$ cat config.mk
export PLATFORM = sky130hd
export DESIGN_NAME = pipe_alu_core
export DESIGN_NICKNAME = d
export VERILOG_FILES = /design/src/rtl/pipe_alu_core.sv
export SDC_FILE = /design/constraint.sdc
export NUM_CORES = 2
export LEC_CHECK = 0
export BUFFER_PORTS_ARGS = -buffer_cell sky130_fd_sc_hd__buf_2
export CORE_MARGIN = 8
export CORE_UTILIZATION = 30
export CTS_CLUSTER_SIZE = 25
export DETAILED_ROUTE_END_ITERATION = 10
export PLACE_DENSITY = 0.46
export REMOVE_ABC_BUFFERS = 1
export SKIP_LAST_GASP = 1
export SYNTH_ARGS = -nofsm -noshare
export SYNTH_HDL_FRONTEND = slang
export SYNTH_SLANG_ARGS = --single-unit
$ cat constraint.sdc
create_clock -name clk -period 5.8 [get_ports clk]
set_clock_uncertainty 0.15 [all_clocks]
set_input_delay 1.16 -clock clk [delete_from_list [all_inputs] [get_ports clk]]
set_output_delay 1.16 -clock clk [all_outputs]
set_load 0.03 [all_outputs]
$ cat src/rtl/pipe_alu_core.sv
// Four-stage register-file/ALU pipeline: accept, operand read, execute, writeback.
// Full forwarding from S2/S3; the only stall source is writeback backpressure.
module pipe_alu_core #(
    parameter int unsigned DW       = 32,
    parameter int unsigned NREGS    = 32,
    parameter int unsigned ZERO_REG = 1,
    parameter int unsigned CNT_W    = 32,
    localparam int unsigned AW      = $clog2(NREGS)
) (
    input  logic             clk,
    input  logic             reset,
    input  logic             instr_valid,
    output logic             instr_ready,
    input  logic [2:0]       instr_op,
    input  logic [AW-1:0]    instr_rd,
    input  logic [AW-1:0]    instr_rs1,
    input  logic [AW-1:0]    instr_rs2,
    input  logic [DW-1:0]    instr_imm,
    output logic             wb_valid,
    input  logic             wb_ready,
    output logic [AW-1:0]    wb_rd,
    output logic [DW-1:0]    wb_data,
    input  logic [AW-1:0]    dbg_addr,
    output logic [DW-1:0]    dbg_data,
    output logic [CNT_W-1:0] retire_count
);

    localparam int unsigned SHW = $clog2(DW);

    typedef enum logic [2:0] {
        OpAdd, OpSub, OpAnd, OpOr, OpXor, OpSll, OpSlt, OpLi
    } op_e;

    // S1: accepted instruction
    logic          s1_valid_q;
    op_e           s1_op_q;
    logic [AW-1:0] s1_rd_q, s1_rs1_q, s1_rs2_q;
    logic [DW-1:0] s1_imm_q;

    // S2: latched operands
    logic          s2_valid_q;
    op_e           s2_op_q;
    logic [AW-1:0] s2_rd_q;
    logic [DW-1:0] s2_a_q, s2_b_q, s2_imm_q;

    // S3: result awaiting writeback
    logic          s3_valid_q;
    logic [AW-1:0] s3_rd_q;
    logic [DW-1:0] s3_data_q;

    logic [DW-1:0]    regs_q [NREGS];
    logic [CNT_W-1:0] cnt_q;

    logic          adv;
    logic [DW-1:0] alu_res;
    logic [DW-1:0] s2_a_d, s2_b_d;
    logic          wr_en;

    assign adv = !s3_valid_q || wb_ready;

    always_comb begin
        alu_res = '0;
        unique case (s2_op_q)
            OpAdd: alu_res = s2_a_q + s2_b_q;
            OpSub: alu_res = s2_a_q - s2_b_q;
            OpAnd: alu_res = s2_a_q & s2_b_q;
            OpOr:  alu_res = s2_a_q | s2_b_q;
            OpXor: alu_res = s2_a_q ^ s2_b_q;
            OpSll: alu_res = s2_a_q << s2_b_q[SHW-1:0];
            OpSlt: alu_res = DW'($signed(s2_a_q) < $signed(s2_b_q));
            OpLi:  alu_res = s2_imm_q;
        endcase
    end

    // Hardwired zero beats forwarding, so rd==0 never acts as a forwarding source.
    always_comb begin
        if ((ZERO_REG != 0) && (s1_rs1_q == '0)) begin
            s2_a_d = '0;
        end else if (s2_valid_q && (s2_rd_q == s1_rs1_q)) begin
            s2_a_d = alu_res;
        end else if (s3_valid_q && (s3_rd_q == s1_rs1_q)) begin
            s2_a_d = s3_data_q;
        end else begin
            s2_a_d = regs_q[s1_rs1_q];
        end

        if ((ZERO_REG != 0) && (s1_rs2_q == '0)) begin
            s2_b_d = '0;
        end else if (s2_valid_q && (s2_rd_q == s1_rs2_q)) begin
            s2_b_d = alu_res;
        end else if (s3_valid_q && (s3_rd_q == s1_rs2_q)) begin
            s2_b_d = s3_data_q;
        end else begin
            s2_b_d = regs_q[s1_rs2_q];
        end
    end

    assign wr_en = (ZERO_REG == 0) || (s3_rd_q != '0);

    always_ff @(posedge clk) begin
        if (reset) begin
            s1_valid_q <= 1'b0;
            s1_op_q    <= OpAdd;
            s1_rd_q    <= '0;
            s1_rs1_q   <= '0;
            s1_rs2_q   <= '0;
            s1_imm_q   <= '0;
            s2_valid_q <= 1'b0;
            s2_op_q    <= OpAdd;
            s2_rd_q    <= '0;
            s2_a_q     <= '0;
            s2_b_q     <= '0;
            s2_imm_q   <= '0;
            s3_valid_q <= 1'b0;
            s3_rd_q    <= '0;
            s3_data_q  <= '0;
            cnt_q      <= '0;
            for (int unsigned i = 0; i < NREGS; i++) begin
                regs_q[i] <= '0;
            end
        end else if (adv) begin
            s1_valid_q <= instr_valid;
            s1_op_q    <= op_e'(instr_op);
            s1_rd_q    <= instr_rd;
            s1_rs1_q   <= instr_rs1;
            s1_rs2_q   <= instr_rs2;
            s1_imm_q   <= instr_imm;
            s2_valid_q <= s1_valid_q;
            s2_op_q    <= s1_op_q;
            s2_rd_q    <= s1_rd_q;
            s2_a_q     <= s2_a_d;
            s2_b_q     <= s2_b_d;
            s2_imm_q   <= s1_imm_q;
            s3_valid_q <= s2_valid_q;
            s3_rd_q    <= s2_rd_q;
            s3_data_q  <= alu_res;
            if (s3_valid_q) begin
                if (wr_en) begin
                    regs_q[s3_rd_q] <= s3_data_q;
                end
                cnt_q <= cnt_q + CNT_W'(1);
            end
        end
    end

    assign instr_ready  = adv && !reset;
    assign wb_valid     = s3_valid_q && !reset;
    assign wb_rd        = s3_rd_q;
    assign wb_data      = s3_data_q;
    assign retire_count = cnt_q;
    assign dbg_data     = ((ZERO_REG != 0) && (dbg_addr == '0)) ? '0 : regs_q[dbg_addr];

endmodule
Yosys cells after proc, flatten, opt, wreduce, memory -nomap -nowiden --
Memory sizes are Yosys's and may differ from the RTL's. A register that Yosys moved wholly into a read port is not among the register bits. Index checks and enable logic that the tools add are counted.
Word-level totals: flip-flop bits (word level) 226, memories kept 1, bits in writable memories 1024
Memory list:
- regs_q | words 32, width 32, read ports 3, clocked after Yosys merged registers in 2, wr ports 32, line 51 | logic [DW-1:0] regs_q [NREGS];
Operators by class: $add $sub $neg 3, bitwise logic cells 3, muxes and demuxes 22, reduce and logical (&&, ||, !) cells 16, magnitude comparators 1, equal/unequal tests 11, shift operators 1
Operators by type and width (count):
- 32-bit 2-to-1 mux | 8
- 32-bit case mux with 8 select lines | 1
- 32-bit by 1-bit adder with 32-bit output, second input constant | 1
- 32-bit adder | 1
- 32-bit bitwise AND | 1
- 32-bit < comparator | 1
- 32-bit OR | 1
- 32-bit OR reduction | 1
- 32-bit by 5-bit left shift with 32-bit output | 1
- 32-bit subtractor | 1
- 32-bit XOR | 1
- 5-bit 2-to-1 mux | 5
- 5-bit == test | 4
- 5-bit logical NOT | 3
- 3-bit == test, second input constant | 4
- 1-bit 2-to-1 mux | 8
- 3-bit by 2-bit == test with 1-bit output, second input constant | 2
- 1-bit logical AND | 6
- 5-bit nonzero test | 1
- 3-bit by 1-bit == test with 1-bit output, second input constant | 1
- 3-bit logical NOT | 1
- 1-bit logical NOT | 2
- 2-bit AND reduction | 1
- 1-bit logical OR | 1

Longest topological paths before layout --
word-level depth 8, mapped depth 15

Worst setup path before layout --
OpenSTA, ideal clock, no wires.
kind input to output, start point input dbg_addr[0], end point output dbg_data[10], cell stages on the path 7, data arrival time 3627 ps, path slack 863 ps, cell sequence clkbuf_1 buf_1 buf_1 mux4_2 mux4_2 mux2i_1 nor2_1
On the way: cells in the longest elaborated chain, start to end 2, elaborated cells between the ends (all ways) 3, those cells by class 1 x mux; 1 x reduce/logical; 1 x memory
Ends and longest elaborated chain:
- from (decl) | line 23 | input logic [AW-1:0] dbg_addr,
- memory 32 x 32 bit or 5-bit logical NOT (tied branches)
- 32-bit 2-to-1 mux * | line 151 | assign dbg_data = ((ZERO_REG != 0) && (dbg_addr == '0)) ? '0 : regs_q[dbg_addr];
- to (decl) | line 24 | output logic [DW-1:0] dbg_data,
Every way passes the cells marked *; elsewhere a longest branch is shown, timed or not.

Final worst setup path --
start point input dbg_addr[0], end point output dbg_data[15]
Same word-level chain as after synthesis.

==> summary.md <==
| Metric | Value |
|---|---|
| Post-synth top area cell | `edfxtp_1` |
| Syn_area_per_cell | `13.4 um^2` |
| Fin crit share | `88.4%` |
| Fin area | `89,300 um^2` |
| Slew at the pin closest to its max-slew limit | `1.29 ns` |
| Post-DRT Antenna Nets | `0` |
| Sequential-to-total area share from yosys stat | `45.3%` |
| Worst Path Required | `4.49 ns` |
| Top-area cell type share of the netlist area | `39.3%` |
| Die Wd | `527 um` |
| Clock-pin slew on the worst setup and hold paths | `0.06 ns` |
| Worst EP arrival | `3.82 ns` |
| FF-to-FF Start | `s2_a_q[11]` |
| Post-synth top flop | `edfxtp_1` |
| Pwr Density | `290 nW/um^2` |
| Worst R2R End | `s2_b_q[31]` |
| Reg2Reg Setup Slack | `1.20 ns` |
| Hold Crit Class | `reg -> reg` |
| Clk sink count | `1,260` |
| Worst hold start | `s1_imm_q[7]` |
| GRT Util Overall | `24.1%` |
| PortBufs | `161` |
| Vias in the first global route | `54,800` |
| Post-DP HPWL | `210,000 um` |
| Post-CTS Hold Fix Bufs | `0` |
| Layout cells sized above 1 | `29.2%` |
| IR drop worst, VDD | `0.346 mV` |
| CP bufs+invs | `3` |
| FP Rows | `187` |
| Status | `completed` |
| Drt wl/cell | `36.5 um` |
| Hold Path Sink | `s2_imm_q[7]` |
| Final setup fails | `0` |
| Max_cap viols | `0` |
| Vias/cell | `6.02` |
| Antenna violations before repair | `38` |
| Final Hold Viols | `0` |
| CTS buffer count | `150` |
| Drt first pass iters | `8` |
| DRT Wirelength | `344,000 um` |
| First-pass GRT wire length | `471,000 um` |
| CP peak stage delay | `0.55 ns` |
| Max Slew Vio Count | `0` |
| Final WS setup | `0.673 ns` |
| Slowest-stage cell, CP | `mux4_2` |
| Top post-synthesis cells by area | `edfxtp_1 (39%), mux4_2 (28%), and2_1 (8.0%)` |
| Root buf cell | `clkbuf_16` |
| Die area | `278,000 um^2` |
| Cts repair resizes | `0` |
| Total grt overflow | `0` |
| Post-synthesis register bit count | `1,260` |
| Layout area overhead | `14.0%` |
| Initial drt markers | `8,647` |
| FMAX | `0.195 GHz` |
| RePlAce Congestion | `0.897` |
| R2R depth | `12` |
| Fin nets | `6,016` |
| Kind of start point of the critical path | `primary input` |
| DR DRC count | `0` |
| Crit-path cells | `buf_8, buf_12, mux4_2, mux4_2, mux2i_1, nor2_1, buf_2` |
| Max H-tree Level | `4` |
| Clock Latency Late Sink | `0.85 ns` |
| Starting Density | `30.2%` |
| Clock tree buffer depth | `3` |
| Post-synthesis cell count | `5,856` |
| Syn Std Cell Area | `78,300 um^2` |
| Crit. End Element | `output port` |
| CP top delay family | `multiplexers` |
| Worst-path maximum fanout | `33` |
| DIE HEIGHT | `527 um` |
| Number of synthesized flops with an enable pin | `1,024` |
| Setup CP Type | `in -> out` |
| RSZ-0062 raised after global routing | `no` |
| Pin count of the biggest net entering global routing | `128` |
| Lkg Pwr | `0.0311 uW` |
| Pre-CTS worst setup slack | `0.643 ns` |
| Synthesis warning total | `0` |
| Setup bufs post-CTS | `0` |
| Unique cell type count in the Yosys netlist | `83` |
| Floorplan core area | `260,000 um^2` |
| Hold Crit Depth | `2` |
| Min Tclk post-route | `5.13 ns` |
| CP startpoint | `dbg_addr[0]` |
| Placed cell area | `84,000 um^2` |
| Slew margin rel. | `13.1%` |
| I/O pin cnt | `162` |
| Vias post-DR | `56,700` |
| Final setup TNS | `0 ns` |
| TritonCTS clock tree | `yes` |
| Most frequent CP cell | `mux4_2` |
| Asr flop ratio synth | `0%` |
==> routing by layer <==
layer,routed length [um],vias up,GRT usage (%)
met2,155000,3855,37.5
met3,37500,643,5.75
met5,23,-,0
met4,14200,4,8.65
met1,138000,29600,32.8
li1,-,22600,-
==> flip-flops by register name, summed over array words and instances (netlist names), named ones only <==
| register | count |
|---|---|
| s1_rd_q | 5 |
| s1_imm_q | 32 |
| s3_valid_q | 1 |
| s2_valid_q | 1 |
| retire_count | 32 |
| s1_rs2_q | 5 |
| s2_b_q | 32 |
| s2_op_q | 3 |
| s2_a_q | 32 |
| s2_imm_q | 32 |
| s1_op_q | 3 |
| wb_data | 32 |
| regs_q | 1024 |
| s1_valid_q | 1 |
| wb_rd | 5 |
| s2_rd_q | 5 |
| s1_rs1_q | 5 |
==> where the power goes <==
group	internal [uW]	total [uW]	switching (uW)
Sequential	10100	10600	487
Clock	5920	10200	4240
Combinational	1950	5140	3190
==> cell type report <==
cell class,count,area (um^2)
clock buffers,180,3970
well taps,3402,4260
fillers,25000,170000
clock inverters,96,1220
inverters,107,402
multi-input cells,3927,40600
repair buffers,411,3190
flip-flops and latches,1260,35500
diodes,31,77.6
==> Yosys cell counts (18+ instances only) <==
cell      number
or2_2         36
mux2i_1      143
buf_1        114
nor2_1       303
a22o_1        20
buf_2         36
and2_1      1000
a21oi_1      290
nand2b_1      23
o22ai_1       26
nor3_1        31
o21ai_0      121
nand2_1      355
xor2_1        40
nand3_1       40
o221ai_1      28
ha_1          98
and3_1        20
inv_1        104
edfxtp_1    1024
dfxtp_1      236
a221o_1       18
clkbuf_1     443
nor2b_1       19
a21o_1        20
a22oi_1       35
mux4_2       981
==> per-stage QoR <==
| step | hold WS, ns | instances | power [uW] | utilization (%) |
|---|---|---|---|---|
| final | 0.296 | 9414 | 25900 | 34.4 |
| after global routing | 0.318 | 9384 | 26600 | 34.3 |
| after CTS | 0.301 | 9383 | 26000 | 34.3 |
| after detailed placement | 0.295 | 9107 | 15900 | 32.3 |
| after global placement | 0.292 | 9107 | 15900 | 32.3 |
| after floorplan | 0.274 | 5294 | 13900 | - |
==> cells in the final DEF (no fill, tap or decap), drive strengths merged, types with 124 or more instances in the layout <==
cell	count
a21oi	293
and2	1000
buf	411
clkbuf	180
dfxtp	236
edfxtp	1024
mux2i	143
mux4	981
nand2	355
nor2	303
o21ai	124
==> worst register-to-register path: cells and delay by family, from the launching register on <==
| kind | cells | cell delay [ns] |
|---|---|---|
| adder cells (fa/ha/maj) | 1 | 0.60 |
| flip-flops | 1 | 0.63 |
| AO/OA/AOI/OAI | 7 | 2.27 |
| buffers and inverters | 1 | 0.10 |
| AND/OR/NAND/NOR | 3 | 0.79 |
==> worst max path at each step <==
stage              endpoint  slack (ns)  cells after the start
6_report       dbg_data[15]        0.67                      7
5_1_grt        dbg_data[15]        0.62                      7
4_1_cts        dbg_data[15]        0.64                      7
3_5_place_dp   dbg_data[15]        0.64                      7
3_3_place_gp   dbg_data[15]        0.64                      7
2_1_floorplan     s2_b_q[5]       -6.79                     10
==> cells by family (layout without fill, tap and decap cells) <==
group                      count (synthesis)  in the layout  synth area share, %
and+or+nand+nor                         1870           1870                 12.8
DFF                                     1260           1260                 45.3
muxes                                   1138           1138                 30.2
AOI/OAI and AO/OA                        734            734                 6.07
buffers and inverters                    700            794                 3.41
adders and majority gates                100            100                 1.62
xor gates and xnor gates                  53             53                0.593
other                                      1             63              0.00479
Power figures use the tool's default switching activity.
